<file path="src/rtl/byte_ser_ctrl.sv">
// Sequencer for the 4-byte serializer of the PRBS-15 datapath: walks byte_num 0..3
// rep_count times over a latched word, honouring downstream backpressure.
module byte_ser_ctrl #(
  parameter int unsigned REP_W = 8
) (
  input  logic             clk,
  input  logic             rst,
  input  logic             start,
  input  logic [31:0]      word_in,
  input  logic [REP_W-1:0] rep_count,
  input  logic             byte_ready,
  output logic [31:0]      bytes_out,
  output logic [1:0]       byte_num,
  output logic             ser_enable,
  output logic             byte_valid,
  output logic             busy,
  output logic             done
);

  typedef enum logic [1:0] {StIdle, StSend, StDone} state_e;

  state_e           state_q, state_d;
  logic [31:0]      bytes_q, bytes_d;
  logic [1:0]       byte_num_q, byte_num_d;
  logic [REP_W-1:0] rep_cnt_q, rep_cnt_d;
  logic             byte_valid_q;
  logic             ser_en;

  always_comb begin
    state_d    = state_q;
    bytes_d    = bytes_q;
    byte_num_d = byte_num_q;
    rep_cnt_d  = rep_cnt_q;
    ser_en     = (state_q == StSend) && byte_ready;

    case (state_q)
      StIdle: begin
        if (start) begin
          if (rep_count != '0) begin
            bytes_d    = word_in;
            rep_cnt_d  = rep_count;
            byte_num_d = 2'd0;
            state_d    = StSend;
          end else begin
            // Zero-length request still reports completion, word is left untouched.
            state_d = StDone;
          end
        end
      end
      StSend: begin
        if (ser_en) begin
          byte_num_d = byte_num_q + 2'd1;
          if (byte_num_q == 2'd3) begin
            rep_cnt_d = rep_cnt_q - REP_W'(1);
            if (rep_cnt_q == REP_W'(1)) begin
              state_d = StDone;
            end
          end
        end
      end
      StDone: begin
        state_d = StIdle;
      end
      default: begin
        state_d = StIdle;
      end
    endcase
  end

  always_ff @(posedge clk or negedge rst) begin
    if (!rst) begin
      state_q      <= StIdle;
      bytes_q      <= '0;
      byte_num_q   <= '0;
      rep_cnt_q    <= '0;
      byte_valid_q <= 1'b0;
    end else begin
      state_q      <= state_d;
      bytes_q      <= bytes_d;
      byte_num_q   <= byte_num_d;
      rep_cnt_q    <= rep_cnt_d;
      // Tracks the serializer's one-cycle registered output latency.
      byte_valid_q <= ser_en;
    end
  end

  assign bytes_out  = bytes_q;
  assign byte_num   = byte_num_q;
  assign ser_enable = ser_en;
  assign byte_valid = byte_valid_q;
  assign busy       = (state_q != StIdle);
  assign done       = (state_q == StDone);

endmodule

</file>
<file path="config.mk">
export PLATFORM = sky130hd
export DESIGN_NAME = byte_ser_ctrl
export DESIGN_NICKNAME = d
export VERILOG_FILES = /design/src/rtl/byte_ser_ctrl.sv
export SDC_FILE = /design/constraint.sdc
export NUM_CORES = 1
export LEC_CHECK = 0
export ABC_CLOCK_PERIOD_IN_PS = 3300
export BUFFER_PORTS_ARGS = -buffer_cell sky130_fd_sc_hd__buf_4
export CORE_ASPECT_RATIO = 1.25
export CORE_MARGIN = 2
export CORE_UTILIZATION = 53
export CTS_BUF_LIST = sky130_fd_sc_hd__clkbuf_4 sky130_fd_sc_hd__clkbuf_8
export CTS_CLUSTER_SIZE = 12
export DETAILED_ROUTE_END_ITERATION = 10
export PLACE_DENSITY = 0.87
export SLEW_MARGIN = 20
export SYNTH_ARGS = -nofsm -noshare
export SYNTH_HDL_FRONTEND = slang
export SYNTH_SLANG_ARGS = --single-unit
</file>
<file path="constraint.sdc">
create_clock -name clk -period 3.3 [get_ports clk]
set_clock_uncertainty 0.15 [all_clocks]
set_input_delay 0.66 -clock clk [delete_from_list [all_inputs] [get_ports clk]]
set_output_delay 0.66 -clock clk [all_outputs]
set_load 0.005 [all_outputs]
</file>
# Word level (Yosys, flattened, before mapping)

Cells that the tools add are included.

Bits in registers: 45
Input port bits: 44
Output and inout bits: 38

Add/subtract/negate cells: 2
Equality and inequality tests: 9
Multiplexer cells: 15
Reductions and logical operators: 9

Operators with widths:

| cell                  | number |
|---|---|
| $mux W8               | 4 |
| $mux W2               | 8 |
| $pmux W8 S2           | 1 |
| $eq A8 B1 Y1 const B  | 1 |
| $pmux W2 S2           | 2 |
| $reduce_and A4 Y1     | 2 |
| $reduce_bool A8 Y1    | 1 |
| $sub A8 B1 Y8 const B | 1 |
| $ne A2 B2 Y1 const B  | 3 |
| $reduce_and A5 Y1     | 1 |
| $eq A2 B2 Y1 const B  | 2 |
| $ne A2 B1 Y1 const B  | 2 |
| $reduce_bool A2 Y1    | 2 |
| $reduce_and A3 Y1     | 1 |
| $add A2 B1 Y2 const B | 1 |
| $eq A2 B1 Y1 const B  | 1 |
| $logic_not A2 Y1      | 1 |
| $logic_and A1 B1 Y1   | 1 |

# Logic depth before layout (Yosys ltp)

Depth in word-level cells: 5
Mapped depth: 6
Depth with buffers taken out: 5

# Worst setup path before layout

OpenSTA, ideal clock, no wires.

Path kind: input port to flip-flop
Start: input port start
End: register bytes_q[10] (netlist: bytes_out[10])
Setup time: 0.127 ns
Arrival: 1.767 ns
Required time: 3.023 ns
Setup slack: 1.256 ns
Stages: 5
Path buffers: 2
Path through: or3b_4 > a21oi_2 > buf_6 > buf_6 > mux2_1

Word-level cells in the longest chain between the ends: 1

Ends and longest elaborated chain:

| item                               | line | text |
|---|---|---|
| start, declared                    | 8    | `input logic start,` |
| $reduce_and A3 Y1 (no source line) | -    |  |
| end signal, assigned               | 79   | `bytes_q <= bytes_d;` |
| end, declared                      | 23   | `logic [31:0] bytes_q, bytes_d;` |

Every way passes these cells.
A chain may end at the register's enable or synchronous reset.

# Final worst setup path

Start: register state_q[0]
End: output port ser_enable

Word-level cells in the longest chain between the ends: 2

Ends and longest elaborated chain:

| item                   | line | text |
|---|---|---|
| start, declared        | 22   | `state_e state_q, state_d;` |
| start signal, assigned | 72   | `state_q <= StIdle;` |
| start signal, assigned | 78   | `state_q <= state_d;` |
| $eq A2 B1 Y1           | 34   | `ser_en = (state_q == StSend) && byte_ready;` |
| $logic_and A1 B1 Y1    | 34   |  |
| end, declared          | 14   | `output logic ser_enable,` |

Every way passes these cells.

==> results.txt <==
Status = finished clean
Clk slew on worst S/H paths = 0.08 ns
Vias per cell = 5.59
Leakage power = 0.00134 uW
Port bufs = 81
Sequential Power Share = 0.449
CP arrival = 1.60 ns
Worst Path Required = 2.49 ns
Pint = 1500 uW
Total clock sinks = 45
# setup viols final = 0
Hold_ws = 0.192 ns
Initial Utilization = 0.545
Fraction of layout cells with a size suffix above 1 = 0.479
Pins Over Slew Limit = 0
Tmin final = 2.41 ns
PostCTS Resize Cnt = 0
Critical Path Fanout Max = 15
Total gr overflow = 0
Core ar. = 3720 um2
Setup Crit Path Kind = reg2out
Top cell type's share of synthesized area = 0.556
Htree depth = 2
CTS tree = built
Iter 0 DRT Violations = 107
Final hold violations = 0
Synth warn = 0
Post-synth top cells = 45 x dfrtp_1, 18 x mux2_2, 15 x mux2_1
Worst-path cell chain = nor2b_1 -> buf_4 -> and2_1 -> buf_4
Fraction of the yosys area taken by sequential cells = 0.556
Clock network power share = 0.207
Area contributors post-synth = dfrtp_1 56%, mux2_2 10%, mux2_1 8.3%
Pre-antenna DRT Iters = 4
Syn_area_per_cell = 13.1 um2
Die footprint = 4340 um2
First-pass GRT wire length = 7160 um
Unrepaired setup endpoints after global routing = no
Skew-Pair Late Insertion Delay = 0.30 ns
Critical Path Max Stage Delay = 0.61 ns
Ports = 82
Cells after Synth = 155
Final core occ = 0.749
Main synth FF type = dfrtp_1
Drt total wl = 4350 um
Post-synth ARST share = 1.00
Clock Tree Buf Depth = 2
Synthesized net count = 202
Most used cell, CP = buf_4
Synth unique cells = 37
Post-DP HPWL = 3280 um
Post-synthesis cell area = 2030 um2
Total power = 2100 uW
Setup Buffers After CTS = 0
Worst relative slew slack = 0.633
Synth-to-Final Area Change = 37.5%
Vias in the first global route = 1578
Vias = 1564
Startpoint class of the critical path = flip-flop
Slowest-stage cell, CP = dfrtp_1
Worst min path class = in2async
DRC viols = 0
Combinational share of power = 0.344
Maxcap violations = 0
GRT Total Usage = 0.222
Sw Share = 0.286
Routability cong. = 0.871
Diode count = 0
Slew @ Worst Pin = 0.550 ns
Most frequent cell after synthesis = dfrtp_1
Buf+Inv Stages, Crit Path = 2
Clock root cell = clkbuf_8
DR WL/cell = 15.5 um
P per Cell Area = 753 nW/um2
Psw = 601 uW
Maximum VDD drop = 0.000442 V
Nets = 286
Final period util = 0.729
Largest net degree at the start of global routing = 46
# hold bufs at CTS = 0
Setup TNS = 0 ns
Area leader, netlist = dfrtp_1
EDFF count, synth = 0
Antenna violations before repair = 0
Max Freq = 416 MHz
# rows = 25
Critical path's top delay family = flip-flops
Die height = 73.1 um
Final ANT Viol Nets = 0
Crit. End Element = primary output
Flops & latches, synth = 45
Die span in x = 59.3 um
Inserted Clock Buffers = 5
-- power groups by stage --
| stage | sequential [uW] | clock [uW] | combinational (uW) |
|---|---|---|---|
| floorplan | 939 | 0 | 306 |
| global placement | 939 | 0 | 704 |
| detailed placement | 949 | 0 | 732 |
| CTS | 943 | 448 | 734 |
| global route | 981 | 464 | 801 |
| finish | 941 | 435 | 722 |
-- worst reg2reg max path, cell delays in order (launching register included) --
cell	delay (ns)
dfrtp_1	0.54
or3b_4	0.47
a21oi_4	0.44
buf_4	0.26
mux2_1	0.34
-- final timing paths --
kind	cells past startpoint	slack, ns	start	to
max in group asynchronous	1	2.43	rst	bytes_out[18]
min reg2reg	1	0.34	bytes_out[7]	bytes_out[7]
max	4	0.89	state_q[0]	ser_enable
min in group clk	1	0.34	bytes_out[7]	bytes_out[7]
max reg2reg	4	0.98	state_q[0]	bytes_out[16]
min	1	0.19	rst	rep_cnt_q[0]
-- cell type report --
cell class | count | area [um2]
repair buffers | 84 | 643
fillers | 274 | 935
inverters | 5 | 18.8
clock buffers | 7 | 90.1
flip-flops and latches | 45 | 1130
clock inverters | 1 | 30.0
multi-input cells | 98 | 830
well taps | 40 | 50.0
-- cell usage in the layout, fill, tap and decap left out, types with 4 or more instances in the layout --
cell	instances
buf_4	83
dfrtp_1	45
mux2_2	18
mux2_1	15
nor2_1	8
nand2_1	6
clkbuf_8	6
inv_1	5
nand2b_1	5
a21oi_1	4
-- state kept, by name, indices dropped and copies added, names as in the netlist --
name / count
bytes_out: 32
state_q: 2
byte_num: 2
rep_cnt_q: 8
byte_valid: 1
-- metal layers --
| metal | track usage | wire, um |
|---|---|---|
| met5 | 0 | 0 |
| met4 | 0.0758 | 63 |
| met3 | 0.0904 | 445 |
| met2 | 0.352 | 2120 |
| met1 | 0.272 | 1720 |
-- metrics by stage --
stage,instance area (um2),cells,worst slack (ns)
3_3_place_gp,2670,272,0.846
6_report,2790,280,0.894
3_5_place_dp,2670,272,0.808
5_1_grt,2790,280,0.786
4_1_cts,2790,280,0.891
2_1_floorplan,2030,155,1.26
-- logic make-up (layout without fill, tap and decap cells) --
group                      after synthesis  in the layout  share of synthesized area
DFF                                     45             45                      0.556
buffers and inverters                   12             97                     0.0389
and+or+nand+nor                         30             30                     0.0852
adders and majority gates                3              3                     0.0185
AOI/OAI and AO/OA                       30             30                      0.109
muxes                                   35             35                      0.193
(Power assumes the default switching activity.)
